## src/rtl/add_seq_64.sv

```systemverilog
// add_seq_64: multi-cycle 64-bit signed adder, one SLICE_W-bit slice per clock with status flags
module add_seq_64 #(
    parameter int SLICE_W = 16
) (
    input  logic        clk,
    input  logic        rst,
    input  logic        start,
    input  logic [63:0] a,
    input  logic [63:0] b,
    output logic [63:0] sum,
    output logic        carry,
    output logic        overflow,
    output logic        zf,
    output logic        sf,
    output logic        busy,
    output logic        done
);
    localparam int NS = 64 / SLICE_W;
    localparam int IW = NS > 1 ? $clog2(NS) : 1;

    typedef enum logic [1:0] {IDLE, RUN, DONE} state_t;

    state_t              state, state_nx;
    logic [63:0]         op_a, op_b, acc, acc_nx;
    logic [IW-1:0]       idx;
    logic                cin;
    logic [SLICE_W-1:0]  a_sl, b_sl;
    logic [SLICE_W:0]    sl_sum;
    logic [6:0]          sh;
    logic                last, accept;

    // current slice adder and accumulator merge
    always_comb begin
        sh = 7'(idx) * 7'(SLICE_W);
        a_sl = op_a[sh +: SLICE_W];
        b_sl = op_b[sh +: SLICE_W];
        sl_sum = {1'b0, a_sl} + {1'b0, b_sl} + {{SLICE_W{1'b0}}, cin};
        acc_nx = acc;
        acc_nx[sh +: SLICE_W] = sl_sum[SLICE_W-1:0];
        last = idx == IW'(NS - 1);
        accept = start && state != RUN;
    end

    // next state and status outputs; a new request may also be taken in DONE
    always_comb begin
        state_nx = state == RUN ? (last ? DONE : RUN) : (start ? RUN : IDLE);
        busy = state == RUN;
        done = state == DONE;
    end

    // state register
    always_ff @(posedge clk) begin
        if (rst) state <= IDLE;
        else     state <= state_nx;
    end

    // operand capture, slice iteration and result publication on the final slice
    always_ff @(posedge clk) begin
        if (rst) begin
            op_a     <= '0;
            op_b     <= '0;
            acc      <= '0;
            cin      <= 1'b0;
            idx      <= '0;
            sum      <= '0;
            carry    <= 1'b0;
            overflow <= 1'b0;
            zf       <= 1'b0;
            sf       <= 1'b0;
        end else if (accept) begin
            op_a <= a;
            op_b <= b;
            cin  <= 1'b0;
            idx  <= '0;
        end else if (state == RUN) begin
            acc <= acc_nx;
            cin <= sl_sum[SLICE_W];
            idx <= last ? '0 : idx + 1'b1;
            if (last) begin
                sum      <= acc_nx;
                carry    <= sl_sum[SLICE_W];
                overflow <= (op_a[63] == op_b[63]) && (acc_nx[63] != op_a[63]);
                zf       <= acc_nx == 64'd0;
                sf       <= acc_nx[63];
            end
        end
    end
endmodule

```

## config.mk

```make
export PLATFORM = sky130hd
export DESIGN_NAME = add_seq_64
export DESIGN_NICKNAME = d
export VERILOG_FILES = /design/src/rtl/add_seq_64.sv
export SDC_FILE = /design/constraint.sdc
export NUM_CORES = 1
export LEC_CHECK = 0
export CAP_MARGIN = 10
export CORE_MARGIN = 2
export CORE_UTILIZATION = 50
export DETAILED_ROUTE_END_ITERATION = 12
export GPL_TIMING_DRIVEN = 0
export PLACE_DENSITY = 0.78
export SETUP_SLACK_MARGIN = 0.5
export SLEW_MARGIN = 25
export SYNTH_ARGS = -nofsm -noshare
export SYNTH_HDL_FRONTEND = slang
export SYNTH_SLANG_ARGS = --single-unit
```

## constraint.sdc

```tcl
create_clock -name clk -period 6.35 [get_ports clk]
set_input_delay 1.5875 -clock clk [delete_from_list [all_inputs] [get_ports clk]]
set_output_delay 1.5875 -clock clk [all_outputs]
set_load 0.01 [all_outputs]
```

# == Word-level counts from Yosys, hierarchy flattened ==
# Cells that the tools add are included.
# op_classes
addsub,4
n_eq_ne,6
shift,4
n_mux,5
bitwise,1
n_reduce_logical,6
# ops
op,count
$shiftx 64x7->16,2
$bwmux 64,1
$logic_not 64->1,1
$shift 16x9->64 const A,1
$shiftx 16x9->64,1
$add 16x16->17,1
$add 17x1->17,1
$neg 6->9,1
$mux 2,3
$eq 2x2->1 const B,2
$reduce_and 3->1,1
$add 2x1->2 const B,1
$eq 2x1->1 const B,1
$logic_and 1x1->1,2
$ne 2x1->1 const B,1
$reduce_and 2->1,1
$reduce_or 2->1,1
$eq 1x1->1,1
$mux 1,1
$ne 1x1->1,1
$not 1->1,1
# totals
reg_bits,265
inputBits,131

# == Depth between registers and ports, before layout ==
# Gate-level depths: netlist of run 1.
# logic_depth
ltp_word,7
depth_mapped,14
depth_no_buf,11

# == Worst setup path after synthesis of run 1 ==
# OpenSTA, ideal clock, no wires.
# synth_path
path_type,register -> register
startpoint,reg idx[0]
endpoint,reg overflow
setup_time_ns,0.091
t_arrival_ns,4.393
required_ns,6.259
slack_ns,1.866
path_stages_with_launch,15
cell_sequence,dfxtp_1 -> clkbuf_1 -> clkbuf_1 -> buf_1 -> mux4_2 -> ha_1 -> buf_6 -> a21oi_4 -> o211ai_4 -> a2111o_1 -> a211o_1 -> a31oi_1 -> nor2_1 -> or3_1 -> a311oi_1
# synth_via
elab_chain_len,7
# synth_lines
element,line,source
"start, declared",25,logic [IW-1:0] idx;
"start signal, assigned",78,idx <= last ? '0 : idx + 1'b1;
$shiftx 64x7->16 (on tied branches),"35, 36",
$add 16x16->17,37,"sl_sum = {1'b0, a_sl} + {1'b0, b_sl} + {{SLICE_W{1'b0}}, cin};"
$add 17x1->17,37,
$shiftx 16x9->64,39,acc_nx[sh +: SLICE_W] = sl_sum[SLICE_W-1:0];
$bwmux 64,39,
$ne 1x1->1,82,overflow <= (op_a[63] == op_b[63]) && (acc_nx[63] != op_a[63]);
$logic_and 1x1->1,82,
"end signal, assigned",82,
"end, declared",12,"output logic overflow,"
# Several ways; a longest one is shown, not always the timed one.
# A chain may end at the register's enable or synchronous reset.

# == Worst setup path after layout of run 1 ==
# layout_path
startpoint,reg idx[0]
endpoint,reg zf
# layout_via
elab_chain_len,6
# layout_lines
element,line,source
$shiftx 64x7->16 (on tied branches),"35, 36",
$add 16x16->17,37,
$add 17x1->17,37,
$shiftx 16x9->64,39,
$bwmux 64,39,
$logic_not 64->1,83,zf <= acc_nx == 64'd0;
"end signal, assigned",68,zf <= 1'b0;
"end signal, assigned",83,
"end, declared",13,"output logic zf,"
# Several ways; a longest one is shown, not always the timed one.

==> results of run 1 <==
-- sequential cells by signal, summed over array words and instances, names as in the netlist --
signal / cells
zf: 1
op_a: 64
idx: 2
cin: 1
acc: 64
sum: 64
carry: 1
state: 2
overflow: 1
op_b: 64
-- critical path: stages, from the launching register on --
cell	delay, ps
dfxtp_1	390
clkbuf_1	340
clkbuf_1	620
buf_1	790
mux4_2	680
ha_1	330
buf_6	150
a21oi_1	250
o21ai_2	170
a2111o_1	470
nand4b_1	160
nand3_1	320
a2111oi_0	580
nand4_1	170
nand2_1	90
-- repair_timing --
item,4_1_cts,5_1_grt
endpoints found under the setup margin,0,8
gates resized for setup,0,3
buffers inserted,0,0
-- power breakdown --
| group | internal (mW) | total, mW | leakage [nW] | switching, mW |
|---|---|---|---|---|
| Clock | 0.892 | 1.60 | 0.436 | 0.709 |
| Combinational | 0.270 | 0.709 | 2.81 | 0.439 |
| Sequential | 1.74 | 1.78 | 2.16 | 0.0473 |
| Total | 2.90 | 4.09 | 5.40 | 1.20 |
-- metrics by stage --
step           hold WS, ps  total power [mW]  cells
2_1_floorplan          433              2.22   1400
3_3_place_gp           439              2.49   1919
3_5_place_dp           445              2.51   1921
4_1_cts                453              4.08   1971
5_1_grt                471              4.22   1971
6_report               455              4.09   1971
-- synthesized netlist by cell type (6+ instances only) --
| cell type | instances | share of area |
|---|---|---|
| a211oi_1 | 103 | 0.065 |
| mux2i_1 | 10 | 0.0084 |
| dfxtp_1 | 264 | 0.44 |
| nand2_1 | 281 | 0.089 |
| nor4_1 | 7 | 0.0037 |
| o21ai_0 | 12 | 0.0050 |
| xor2_1 | 6 | 0.0044 |
| nand2b_1 | 8 | 0.0042 |
| nand4_1 | 8 | 0.0042 |
| a21o_1 | 6 | 0.0038 |
| ha_1 | 21 | 0.022 |
| nor3_1 | 23 | 0.0097 |
| clkbuf_1 | 106 | 0.033 |
| mux4_2 | 32 | 0.061 |
| buf_1 | 9 | 0.0028 |
| a221oi_1 | 14 | 0.010 |
| nand3_1 | 14 | 0.0059 |
| a22oi_1 | 45 | 0.028 |
| a21oi_1 | 155 | 0.065 |
| inv_1 | 11 | 0.0035 |
| nor2b_1 | 16 | 0.0084 |
| nor2_1 | 158 | 0.050 |
-- layout make-up --
| type | count | area, um^2 | area share |
|---|---|---|---|
| multi-input combinational | 1003 | 6100 | 0.401 |
| clock buffer | 38 | 767 | 0.0504 |
| clock inverter | 12 | 114 | 0.00748 |
| timing repair buffer | 202 | 2020 | 0.133 |
| buffer | 121 | 489 | 0.0321 |
| sequential | 264 | 5290 | 0.347 |
| tap | 319 | 399 | 0.0262 |
| inverter | 12 | 45.0 | 0.00296 |
-- cell usage in the layout (no fill, tap or decap), types with 23 or more instances in the layout --
cell type	n
clkbuf_1	112
nand2_1	281
a22oi_1	45
clkdlybuf4s50_1	200
clkbuf_16	27
nor2_1	158
a211oi_1	102
nor3_1	23
a21oi_1	155
mux4_2	32
dfxtp_1	264
-- worst max-delay path by stage --
stage,endpoint,slack (ps),depth (start not counted)
final,zf,780,14
after detailed placement,sum[8],620,12
after CTS,sum[8],570,12
after global placement,zf,360,14
after floorplan,overflow,1870,14
after global routing,overflow,530,14
-- layer usage --
layer | vias to the layer above | global-route usage | wire length [um]
li1 | 5457 | - | -
met1 | 5465 | 0.397 | 16100
met2 | 572 | 0.537 | 19000
met3 | 114 | 0.0482 | 3020
met4 | 0 | 0.163 | 2060
met5 | - | 0 | 0
-- kinds of logic after synthesis --
family                   after synthesis  synth area share
multiplexers                          42            0.0689
AO/OA/AOI/OAI                        383             0.215
AND/OR/NAND/NOR                      546             0.195
adder cells (fa/ha/maj)               23            0.0254
buffers and inverters                133            0.0448
flip-flops                           264             0.444
XOR/XNOR                               9           0.00662
==> summary.txt, run 1 <==
Placed design
  – Post-place setup slack: 623 ps
  – Placement Cell Area: 14300 um^2
  – Placer Congestion: 0.994
  – Dpl hpwl: 30200 um
  – IO buf count: 200

Yosys
  – Main synth FF type: dfxtp_1
  – Number of synthesized flops with an enable pin: 0
  – Mapped Cells: 1400
  – Yosys reg bits: 264
  – Post-Syn Nets: 1554
  – Asr flop ratio synth: 0
  – Seq/Total Area, Yosys: 0.444
  – Post-Synthesis Cell Area: 11900 um^2
  – Post-Syn Area per Cell: 8.51 um^2
  – Post-synthesis cell type count: 63
  – Ys Warns: 0

Critical path
  – Depth of the worst register-to-register path: 14
  – CP max FO: 10
  – Critical path class: register to register
  – R2r startpoint: idx[0]
  – Worst r2r dst: zf
  – Crit path DAT: 6090 ps
  – Worst setup EP type: register
  – CP required: 6870 ps
  – Crit path launch: idx[0]
  – Setup crit start kind: register
  – R2r setup slk: 780 ps

Worst hold path
  – Min-Delay Startpoint: op_b[54]
  – Hold endpoint: op_b[54]
  – Hold Crit Class: register to register
  – Hold depth: 2

Cells and area
  – Fin util: 0.650
  – Layout Nets: 1785
  – Post-route cell area: 15200 um^2
  – FILL cells: 1999
  – Layout area overhead: 27.8%
  – Ant diodes: 0
  – Ratio of cells with drive above 1 in the final layout: 0.0569

Die
  – Die area: 25100 um^2
  – Initial Util: 0.509
  – Ports: 201
  – Die H: 158 um
  – Core region area: 23400 um^2
  – Die width: 158 um
  – Row Count: 56

Detailed routing
  – Via count: 11600
  – First-pass DRT Iterations: 6
  – Routed WL per cell: 20.4 um
  – Drc violations: 0
  – DR vias/cell: 5.89
  – Detail Route Antenna Nets: 0
  – WL final: 40200 um
  – DRT iter0 DRCs: 1068

Timing
  – Worst Skew: 20.2 ps
  – Fin. max-slew vios: 0
  – Final setup TNS: 0 ps
  – RSZ-0062 raised after global routing: no
  – Max Clk Rate: 0.179 GHz
  – Final period util: 0.877
  – Period minus WS final: 5570 ps
  – Tightest Pin Transition: 1130 ps
  – Hold Fails Final Rpt: 0
  – Final WS setup: 778 ps
  – # setup viols final: 0
  – Rel. slew slack: 0.245

Global routing
  – Pin count of the biggest net entering global routing: 15
  – First-pass GRT wire length: 61300 um
  – Gr ovfl total: 0
  – Vias in the first global route: 11100
  – Initial antenna violation count: 0
  – GRT Total Usage: 0.319

Clock tree
  – Total CTS buffers: 27
  – H-tree depth: 1
  – Hold Buf Count CTS: 0
  – CTS tree: done
  – Clock sinks: 264
  – CTS root buf: clkbuf_16
  – Clock Path Buffers: 3
  – Worst-path clk slew: 70 ps
  – Clk_lat worst skew: 570 ps

Power
  – Leak: 5.40 nW
  – PwrDens: 269 nW/um^2
  – Worst vdd ir: 0.000159 V

Run
  – Max Cap Viol: 0

Status
  – Status: complete, no violations
No activity file was read; power rests on OpenSTA's default activity.
==> run 2, diff against run 1 <==
- CTS_BUF_LIST: default -> sky130_fd_sc_hd__clkbuf_8
==> run 2 against run 1 <==
Against the previous run: final cell count is 0.86% higher; final area is 0.34% lower; sequential share of layout area is 0.12 points higher; total power is 3.4% lower; global-route usage is 0.46 points higher; clock power is 9% lower; highest routed layer unchanged; flip-flop and latch count stayed put; utilization is 0.22 points lower; critical path type unchanged; routed wire length is 0.23% higher; register-to-register slack better by 90 ps.
==> summary.txt, run 2 (synthesis results as in run 1) <==
Timing
  – Final setup TNS: 0 ps (unchanged)
  – Final period util: 0.863 (was 0.877)
  – Tightest Pin Transition: 1150 ps (was 1130 ps)
  – RSZ-0062 raised after global routing: no (unchanged)
  – # setup viols final: 0 (unchanged)
  – Period minus WS final: 5480 ps (was 5570 ps)
  – Worst Skew: 29.7 ps (was 20.2 ps)
  – Max Clk Rate: 0.183 GHz (was 0.179 GHz)
  – Fin. max-slew vios: 0 (unchanged)
  – Rel. slew slack: 0.230 (was 0.245)
  – Hold Fails Final Rpt: 0 (unchanged)

Critical path
  – Crit. path cell count: 13 (was 14)
  – Worst setup EP type: register (unchanged)
  – CP required: 6860 ps (was 6870 ps)
  – CP max FO: 10 (unchanged)
  – Buf/Inv on CP: 2 (was 4)
  – CP delay by family, top: simple AND/OR/NAND/NOR gates (was buffers and inverters)
  – Setup crit start kind: register (unchanged)
  – Top cell by count, worst path: nand4_1 (was clkbuf_1)
  – CP cell instances: clkbuf_1 > clkbuf_1 > mux4_2 > fa_1 > fa_1 > xor2_1 > a22oi_1 > nand4_1 > nor4_1 > nand4_1 > nor4_1 > nand4_1 > nand2_1 (was clkbuf_1 > clkbuf_1 > buf_1 > mux4_2 > ha_1 > buf_6 > a21oi_1 > o21ai_2 > a2111o_1 > nand4b_1 > nand3_1 > a2111oi_0 > nand4_1 > nand2_1)
  – Crit path DAT: 5990 ps (was 6090 ps)
  – Slowest Stage Delay on Critical Path: 630 ps (was 790 ps)
  – Critical path class: register to register (unchanged)
  – Crit-path slowest cell: mux4_2 (was buf_1)
  – Depth of the worst register-to-register path: 13 (was 14)

Power
  – PwrDens: 261 nW/um^2 (was 269 nW/um^2)
  – Reg power frac: 0.451 (was 0.436)
  – Total power: 3.95 mW (was 4.09 mW)
  – Net Sw Power: 1.17 mW (was 1.20 mW)
  – Switching Fraction: 0.296 (was 0.292)
  – Clock power share: 0.369 (was 0.391)
  – Worst vdd ir: 0.000139 V (was 0.000159 V)
  – Leak: 5.43 nW (was 5.40 nW)
  – Internal power: 2.78 mW (was 2.90 mW)
  – Comb power frac: 0.180 (was 0.173)

Cells and area
  – Commonest non-fill, non-tap cell in the layout: nand2_1 (unchanged)
  – Layout area overhead: 27.4% (was 27.8%)
  – Ratio of cells with drive above 1 in the final layout: 0.0671 (was 0.0569)
  – Layout Nets: 1800 (was 1785)
  – Multi-input gate area: 6100 um^2 (unchanged)
  – Post-route cell area: 15200 um^2 (about the same)
  – Ant diodes: 0 (unchanged)
  – Most frequent cells in the layout: 281 x nand2_1, 264 x dfxtp_1, 200 x clkdlybuf4s50_1, 158 x nor2_1, 155 x a21oi_1 (unchanged)
  – Register area: 5290 um^2 (unchanged)
  – FILL cells: 2018 (was 1999)

Status
  – Status: complete, no violations (unchanged)

Detailed routing
  – DRT iter0 DRCs: 1121 (was 1068)
  – Routed WL per cell: 20.3 um (was 20.4 um)
  – First-pass DRT Iterations: 5 (was 6)
  – Drc violations: 0 (unchanged)
  – WL final: 40300 um (was 40200 um)
  – DR vias/cell: 5.85 (was 5.89)
  – Via count: 11600 (about the same)
  – Detail Route Antenna Nets: 0 (unchanged)

Clock tree
  – CTS root buf: clkbuf_8 (was clkbuf_16)
  – Clock Path Buffers: 3 (unchanged)
  – Clock sinks: 264 (unchanged)
  – Total CTS buffers: 42 (was 27)
  – Postcts setup bufs: 0 (unchanged)
  – H-tree depth: 2 (was 1)
  – Worst-path clk slew: 70 ps (about the same)
  – Clk_lat worst skew: 570 ps (about the same)
  – CTS tree: done (unchanged)

Global routing
  – Vias in the first global route: 11200 (was 11100)
  – GRT Total Usage: 0.323 (was 0.319)
  – Initial antenna violation count: 0 (unchanged)
  – Gr ovfl total: 0 (unchanged)
  – Pin count of the biggest net entering global routing: 13 (was 15)
  – First-pass GRT wire length: 62000 um (was 61300 um)

Placed design
  – Dpl hpwl: 30200 um (unchanged)
  – IO buf count: 200 (unchanged)
  – Placement Cell Area: 14300 um^2 (unchanged)
  – Placer Congestion: 0.994 (unchanged)

Die
  – Core region area: 23400 um^2 (unchanged)
  – Die area: 25100 um^2 (unchanged)
  – Ports: 201 (unchanged)
  – Die width: 158 um (unchanged)
  – Row Count: 56 (unchanged)
  – Die H: 158 um (unchanged)
  – Initial Util: 0.509 (unchanged)

Worst hold path
  – Hold depth: 2 (unchanged)
  – Hold Crit Class: register to register (unchanged)

Run
  – Max Cap Viol: 0 (unchanged)
[run 2: cell types whose count changed in the layout (fill, tap and decap cells not counted), sizes merged]
| cell | before | now |
|---|---|---|
| buf | 15 | 14 |
| clkinv | 9 | 5 |
| clkbuf | 145 | 163 |
| clkinvlp | 1 | 0 |
| inv | 13 | 19 |
| bufinv | 1 | 0 |
[run 2: worst min-delay path, delay by kind of cell, from the launching register on]
kind,cells,cell delay [ps]
simple gates,1,50
flops,1,300
compound gates,1,50
[run 2: path summary, 6_finish.rpt]
path | endpoint | from | slack [ps]
hold / removal | op_b[19] | op_b[19] | 450
setup / recovery | zf | idx[0] | 870
hold reg to reg | op_b[19] | op_b[19] | 450
setup reg to reg | zf | idx[0] | 870
[run 2: per-stage QoR]
| stage | std cells | util | worst slack (ps) | hold WS, ps |
|---|---|---|---|---|
| after floorplan | 1400 | - | 1870 | 433 |
| after global placement | 1919 | 0.611 | 359 | 439 |
| after detailed placement | 1921 | 0.612 | 623 | 445 |
| after CTS | 1988 | 0.648 | 566 | 453 |
| after global routing | 1988 | 0.648 | 693 | 471 |
| final | 1988 | 0.648 | 872 | 454 |
[run 2: repair_timing]
| action | CTS | global route |
|---|---|---|
| gates resized for setup | 0 | 3 |
| hold buffers | 0 | 0 |
| setup endpoints to repair | 0 | 24 |
[run 2: cell type report]
type	instances	area share
buffer	121	0.0323
clock buffer	55	0.0499
clock inverter	12	0.00470
inverter	12	0.00297
multi-input combinational	1003	0.402
sequential	264	0.348
tap	319	0.0263
timing repair buffer	202	0.133
[run 2: power by group through the flow]
stage | clock network (mW) | logic, mW | registers, mW
6_report | 1.46 | 0.711 | 1.79
5_1_grt | 1.53 | 0.758 | 1.79
4_1_cts | 1.46 | 0.693 | 1.78
3_5_place_dp | 0 | 0.689 | 1.82
3_3_place_gp | 0 | 0.674 | 1.81
2_1_floorplan | 0 | 0.412 | 1.80
[run 2: layer usage]
metal / share of wire / track usage / vias to the layer above
met3: 0.082 / 0.0531 / 134
met1: 0.39 / 0.402 / 5405
met2: 0.47 / 0.539 / 594
met5: 0 / 0 / -
met4: 0.056 / 0.175 / 0
li1: - / - / 5493
